## src/rtl/seg_scan_mux.sv

```systemverilog
// seg_scan_mux: eight-digit time-multiplexing scanner with frame-synchronous double-buffered loads
module seg_scan_mux #(
  parameter logic [27:0] SCAN_PERIOD = 28'd100_000,
  parameter logic        LZ_BLANK    = 1'b0
) (
  input  logic        sys_clk,
  input  logic        sys_rst,
  input  logic        load,
  input  logic [31:0] data_in,
  input  logic [7:0]  dp_in,
  input  logic [7:0]  blank_in,
  output logic        pending,
  output logic        frame_done,
  output logic [3:0]  digit,
  output logic        dp,
  output logic [7:0]  AN
);
  logic [27:0] cnt;
  logic [2:0]  idx, idx1;
  logic        blk1, tick, boundary, blanked;
  logic [47:0] pend_buf, act_buf;
  logic [31:0] act_data;
  logic [7:0]  act_dp, act_blank;
  logic [3:0]  nib;
  assign {act_data, act_dp, act_blank} = act_buf;
  assign tick     = cnt == SCAN_PERIOD - 28'd1;
  assign boundary = tick && idx == 3'd7;
  assign nib      = act_data[{idx, 2'b00} +: 4];
  // nibbles idx..7 all zero is the same as the word shifted down to idx being zero
  assign blanked  = act_blank[idx] || (LZ_BLANK && idx != 3'd0 && (act_data >> {idx, 2'b00}) == 32'h0);
  always_ff @(posedge sys_clk)
    if (sys_rst) begin
      cnt        <= '0;
      idx        <= '0;
      idx1       <= '0;
      blk1       <= 1'b1;
      pend_buf   <= '0;
      act_buf    <= '0;
      pending    <= 1'b0;
      frame_done <= 1'b0;
      digit      <= 4'h0;
      dp         <= 1'b0;
      AN         <= 8'hFF;
    end else begin
      cnt        <= tick ? '0 : cnt + 28'd1;
      idx        <= tick ? idx + 3'd1 : idx;
      if (boundary && pending) act_buf <= pend_buf;
      if (load) pend_buf <= {data_in, dp_in, blank_in};
      pending    <= load || (pending && !boundary);
      frame_done <= boundary;
      digit      <= blanked ? 4'h0 : nib;
      dp         <= act_dp[idx] && !blanked;
      blk1       <= blanked;
      idx1       <= idx;
      AN         <= blk1 ? 8'hFF : ~(8'b1 << idx1);
    end
endmodule
```

## config.mk

```make
export PLATFORM = sky130hd
export DESIGN_NAME = seg_scan_mux
export DESIGN_NICKNAME = d
export VERILOG_FILES = /design/src/rtl/seg_scan_mux.sv
export SDC_FILE = /design/constraint.sdc
export NUM_CORES = 1
export LEC_CHECK = 0
export BUFFER_PORTS_ARGS = -buffer_cell sky130_fd_sc_hd__buf_4
export CAP_MARGIN = 20
export CORE_MARGIN = 1
export CORE_UTILIZATION = 30
export DETAILED_ROUTE_END_ITERATION = 16
export HOLD_SLACK_MARGIN = 0.06
export PLACE_DENSITY = 0.42
export SYNTH_ARGS = -nofsm -noshare
export SYNTH_HDL_FRONTEND = slang
export SYNTH_SLANG_ARGS = --single-unit
```

## constraint.sdc

```tcl
create_clock -name sys_clk -period 4.05 [get_ports sys_clk]
set_input_delay 0.6075 -clock sys_clk [delete_from_list [all_inputs] [get_ports sys_clk]]
set_output_delay 0.6075 -clock sys_clk [all_outputs]
set_load 0.05 [all_outputs]
```

==> metrics.txt, run 1 <==
outcome finished, final reports clean; Mapped Area 6136 sq um; GR Overflow Total 0; Mean Syn Cell Area 10.11 sq um; setup TNS 0 ps; # Post-CTS Setup Buffers 0; async set-or-reset flop fraction in the synthesized netlist 0; Post-Route WL 13,180 um; share of layout cells above drive strength 1 0.1764; worst setup margin 1763 ps; Post-synth EDFFs 0; final setup violating endpoints 0; final core occ 0.3756; Net Count, Synth 661; register bit total from synthesis 146; met1 GRT Util 0.1833; Min Hold Slack 418.5 ps; H-tree depth 4; post-CTS resize count 0; Yosys warnings 0; leakage 0.003093 uW; Critical Path Sink Type register; Final Hold Fails 0; Period minus WS final 2287 ps; startpoint types register; commonest non-fill, non-tap cell in the layout dfxtp_1; worst-margin pin slew 942.4 ps; Buffers on Ports 65; worst relative slew slack 0.3717; FMAX 437.2 MHz; Distinct cells, synth 37; # fillers 1,995; Via density 4.558; Multi-input gate area 3037 sq um; 1st-pass router iterations 4; FF+latch area 2923 sq um; Die Ht 145.0 um; most frequent cells in the layout 146 x dfxtp_1, 101 x mux2i_1, 96 x nand2b_1; Antenna Nets Post-Route 0; CTS root buf clkbuf_16; Worst VDD drop 0.2551 mV; Pins Over Slew Limit 0; Final #Nets 710; Clk pin slew, worst setup/hold paths 60 ps; R2R setup slack 1760 ps; ys flop type dfxtp_1; worst-path maximum fanout 28; Starting DRT DRC Count 209; pre-CTS setup slack 1727 ps; Synth Instances 607; Detailed Place HPWL 8568 um; TritonCTS clock tree yes; post-synthesis sequential area ratio 0.4763; core area 19,780 sq um; first-pass GRT wire length 22,170 um; RePlAce Congestion 0.7377; Clk Latency, worst-skew pair 430 ps; Critical Path RT 4320 ps; initial antenna violation count 0; # rows 51; met2 usage 0.1940; final clock period utilization by the worst path 0.5648; Initial Util 0.3102; WL per Instance 14.11 um; via count 4,257; critical path arrival 2560 ps; Die X-Extent 145.0 um; clock sinks 146; largest net degree at the start of global routing 100; Die Footprint 21,030 sq um; Synth-to-Final Area Change 21.11%; RSZ-0062 raised after global routing false; critical path type reg2reg; Global Route met3 Usage 0.04025; max cap viols 0; # hold bufs at CTS 0; # DRC 0; antenna cells 0; Hold Crit Class in2reg; GRT Total Usage 0.1334; CTS max path bufs 2; GRT busiest layer met2; PwrDens 439.2 nW/um^2; CTS buffer count 17; number of global-route vias before repair 4,268; top-level port count 66; Layout Skew 12.03 ps
-- state kept, by name, summed over array words and instances, names as in the netlist --
signal and flops:
pend_buf 48, act_buf 48, pending 1, idx1 3, digit 4, frame_done 1, idx 3, dp 1
cnt 28, blk1 1, AN 8
-- final cells by class --
class,count,share of cell area
Multi-Input combinational cell,419,0.4087
Sequential cell,146,0.3933
Inverter,4,0.002021
Clock inverter,10,0.01751
Tap cell,265,0.04462
Timing Repair Buffer,68,0.06870
Clock buffer,22,0.06516
-- report_power, final --
group | leakage (uW) | internal [uW] | switching [uW]
Clock | 0.000302 | 1030 | 589
Combinational | 0.00160 | 82.7 | 71.9
Sequential | 0.00119 | 1470 | 22.4
-- final timing paths --
kind / depth (start not counted) / endpoint / from
max: 5 / cnt[4]$_SDFF_PP0_ / cnt[0]$_SDFF_PP0_
min reg2reg: 1 / AN[7]$_SDFF_PP1_ / idx1[2]$_SDFF_PP0_
min: 3 / pend_buf[34]$_SDFFE_PP0P_ / data_in[18]
max reg2reg: 5 / cnt[4]$_SDFF_PP0_ / cnt[0]$_SDFF_PP0_
-- cell usage after synthesis, types with 2 or more instances --
cell / count / area, sq um
or4_1: 8 / 60.06
buf_1: 8 / 30.03
or3_2: 3 / 22.52
nand3_1: 13 / 65.06
nor2b_1: 6 / 37.54
clkbuf_1: 20 / 75.07
mux2i_1: 101 / 1011
nor4_1: 6 / 37.54
buf_2: 9 / 45.04
nand4_1: 10 / 62.56
nor2_1: 72 / 270.3
and4_1: 3 / 26.28
nand2_1: 17 / 63.81
o21ai_0: 10 / 50.05
inv_1: 4 / 15.01
nor3_1: 2 / 10.01
a21oi_1: 18 / 90.09
ha_1: 3 / 37.54
and3_1: 4 / 25.02
or3_1: 5 / 31.28
dfxtp_1: 146 / 2923
o31ai_1: 7 / 52.55
nor3b_1: 2 / 15.01
xnor2_1: 7 / 61.31
nand2b_1: 96 / 600.6
xor2_1: 5 / 43.79
mux4_2: 12 / 270.3
-- cell families (layout without fill, tap and decap cells) --
| logic type | count (synthesis) | in the layout | share of synthesized area |
|---|---|---|---|
| XOR/XNOR | 12 | 12 | 0.01713 |
| AND/OR/NAND/NOR | 253 | 253 | 0.2274 |
| AO/OA/AOI/OAI | 38 | 38 | 0.03548 |
| multiplexers | 113 | 113 | 0.2088 |
| buffers and inverters | 42 | 104 | 0.02875 |
| flip-flops | 146 | 146 | 0.4763 |
| adder cells (fa/ha/maj) | 3 | 3 | 0.006118 |
-- through the flow --
| stage | cell area [sq um] | instances | power, uW |
|---|---|---|---|
| after floorplan | 6136 | 607 | 1617 |
| after global placement | 6817 | 902 | 1678 |
| after detailed placement | 6817 | 902 | 1681 |
| after CTS | 7431 | 934 | 3321 |
| after global routing | 7431 | 934 | 3399 |
| final | 7431 | 934 | 3264 |
-- critical path: stages, from the launching register on --
cell and delay [ps]:
dfxtp_1 410, ha_1 230, and4_2 350, and3_1 240
a21o_1 760, nor2_1 130
-- layer usage --
| metal | wire [um] | part of all wire | vias up |
|---|---|---|---|
| met5 | 0 | 0 | - |
| met4 | 163 | 0.012 | 0 |
| met3 | 506 | 0.038 | 15 |
| met2 | 5721 | 0.43 | 70 |
| met1 | 6791 | 0.52 | 1977 |
| li1 | - | - | 2195 |
Note: power is estimated with default switching activity, not from simulation.
==> run 2, diff against run 1 <==
- ABC_AREA: unset -> 1
- clock period: 4.05 -> 2.3 ns (I/O delays scaled with it)
==> run 2 against run 1 <==
Effect of this change: register-to-register slack lost 1500 ps; area after synthesis up 8.0%; critical path depth grew 7; via count up 37%; fmax up 14%; clock skew is 3.7 ps higher; first-iteration DRC count grew 30%; power grew 77%; core utilization down 0.72 points; combinational power up 87%; largest cell class is now sequential cells.
==> metrics.txt, run 2 <==
Worst Hold Path EP pending$_SDFF_PP0_; post-CTS resize count 0; Distinct cells, synth 25; critical path startpoint cnt[0]$_SDFF_PP0_; Pins Over Slew Limit 0; Period minus WS final 2009 ps; antenna cells 0; worst relative slew slack 0.6094; Clk pin slew, worst setup/hold paths 60 ps; Die Ht 150.6 um; outcome finished, final reports clean; PwrDens 722.2 nW/um^2; H-tree depth 4; WL per Instance 12.77 um; most frequent cells in the layout 213 x nand2_1, 188 x inv_1, 145 x dfxtp_1; Final #Nets 1,097; R2R setup slack 290 ps; # DRC 0; Mapped Area 6625 sq um; critical path arrival 2360 ps; leakage 0.003438 uW; Critical Path RT 2650 ps; initial antenna violation count 0; Die Footprint 22,680 sq um; first-pass GRT wire length 27,740 um; Starting DRT DRC Count 271; # rows 54; Net Count, Synth 1,047; Buffers on Ports 65; startpoint types register; number of global-route vias before repair 5,499; clock sinks 146; Min Hold Slack 171.9 ps; Antenna Nets Post-Route 0; # hold bufs at CTS 0; Post-Route WL 17,060 um; GR Overflow Total 0; Hold Crit Class in2reg; pre-CTS setup slack 292.7 ps; GRT Total Usage 0.1588; Final Hold Fails 0; max cap viols 0; top cell type's share of synthesized area 0.4412; Initial Util 0.3045; Clk Latency, worst-skew pair 430 ps; via count 5,813; Hold Startpoint sys_rst; worst-path maximum fanout 48; RSZ-0062 raised after global routing false; top cells by count, synth 213 x nand2_1, 188 x inv_1, 146 x dfxtp_1; largest net degree at the start of global routing 98; worst reg2reg path depth 12; register bit total from synthesis 146; cell with the most instances after synthesis nand2_1; Die X-Extent 150.6 um; TritonCTS clock tree yes; Mean Syn Cell Area 6.672 sq um; start of the worst register-to-register path cnt[0]$_SDFF_PP0_; worst path buffer plus inverter count 3; CTS root buf clkbuf_16; Synth area leader dfxtp_1; largest registers act_buf (48), pend_buf (48), cnt (28); Yosys warnings 0; Detailed Place HPWL 11,350 um; Synth area leaders dfxtp_1 44%, nand2_1 12%, inv_1 11%; Reg2Reg Capture Point act_buf[28]$_SDFFE_PP0P_; Synth Instances 993; setup TNS 0 ps; Layout Skew 15.74 ps; share of layout cells above drive strength 1 0.1165; critical path type reg2reg; worst setup margin 291.0 ps; final clock period utilization by the worst path 0.8735; CTS buffer count 17; worst-margin pin slew 585.9 ps; Synth-to-Final Area Change 21.00%; final setup violating endpoints 0; async set-or-reset flop fraction in the synthesized netlist 0; 1st-pass router iterations 4; post-synthesis sequential area ratio 0.4412; FMAX 497.8 MHz; top-level port count 66; Worst VDD drop 0.4320 mV; Via density 4.351; ys flop type dfxtp_1; # Post-CTS Setup Buffers 0; Post-synth EDFFs 0; CTS max path bufs 2; hold-critical path depth 2; Critical Path Sink Type register; RePlAce Congestion 0.8260; Most common cell on crit path nand2_1; commonest non-fill, non-tap cell in the layout nand2_1; slowest library cell on the worst path dfxtp_1; delay-heaviest family, CP simple AND/OR/NAND/NOR gates; CP peak stage delay 400 ps; core area 21,760 sq um; critical-path cell list ha_1 -> nand2_1 -> inv_2 -> nand2_2 -> nor2_1 -> nand2_1 -> nor2_4 -> nand3_2 -> buf_4 -> nand2_1 -> inv_1 -> nor2_1
==> run 2: kinds of logic (layout without fill, tap and decap cells) <==
logic type                 after synthesis  count (layout)  share of synthesized area
xor gates and xnor gates                 9               9                    0.01190
buffers and inverters                  245             308                     0.1435
DFF                                    146             146                     0.4412
and+or+nand+nor                        424             424                     0.2716
adders and majority gates                3               3                   0.005666
AOI/OAI and AO/OA                      166             166                     0.1262
==> run 2: power by group <==
group	total, uW	internal (uW)	switching [uW]
Combinational	290	118	172
Sequential	2620	2590	25.8
Clock	2880	1750	1130
Total	5790	4460	1330
==> run 2: area by class of cell <==
class / count / area [sq um]
clock buffers: 21 / 450.4
clock inverters: 11 / 151.4
fillers: 2403 / 13740
inverters: 192 / 720.7
multi-input cells: 602 / 2751
flip-flops and latches: 146 / 2924
well taps: 280 / 350.3
repair buffers: 84 / 668.1
==> run 2: per-stage QoR <==
step / utilization / power, uW / cell area (sq um) / instances
2_1_floorplan: - / 2841 / 6625 / 993
3_3_place_gp: 0.3408 / 2974 / 7415 / 1304
3_5_place_dp: 0.3408 / 2974 / 7415 / 1304
4_1_cts: 0.3685 / 5879 / 8016 / 1336
5_1_grt: 0.3685 / 6034 / 8016 / 1336
6_report: 0.3685 / 5789 / 8016 / 1336
==> run 2: worst max path at each step <==
| stage | endpoint | slack, ps | cells past startpoint |
|---|---|---|---|
| CTS | act_buf[28]$_SDFFE_PP0P_ | 270 | 12 |
| global placement | act_buf[19]$_SDFFE_PP0P_ | 340 | 12 |
| finish | act_buf[28]$_SDFFE_PP0P_ | 290 | 12 |
| floorplan | act_buf[28]$_SDFFE_PP0P_ | 570 | 6 |
| global route | act_buf[37]$_SDFFE_PP0P_ | 40 | 12 |
| detailed placement | act_buf[28]$_SDFFE_PP0P_ | 290 | 12 |
==> run 2: per-layer routing <==
layer  share of wire  wire length (um)  up-vias  GRT usage
met4           0.011               187        0    0.04750
li1                -                 -     3191          -
met1            0.51              8697     2536     0.2111
met3           0.033               555       16    0.03364
met2            0.45              7618       70     0.2567
met5               0                 0        -          0
==> run 2: worst register-to-register path, delay by kind of cell, from the launching register on <==
| kind | cells | cell delay [ps] |
|---|---|---|
| adder cells (fa/ha/maj) | 1 | 260 |
| flip-flops | 1 | 400 |
| AND/OR/NAND/NOR | 8 | 870 |
| buffers and inverters | 3 | 410 |
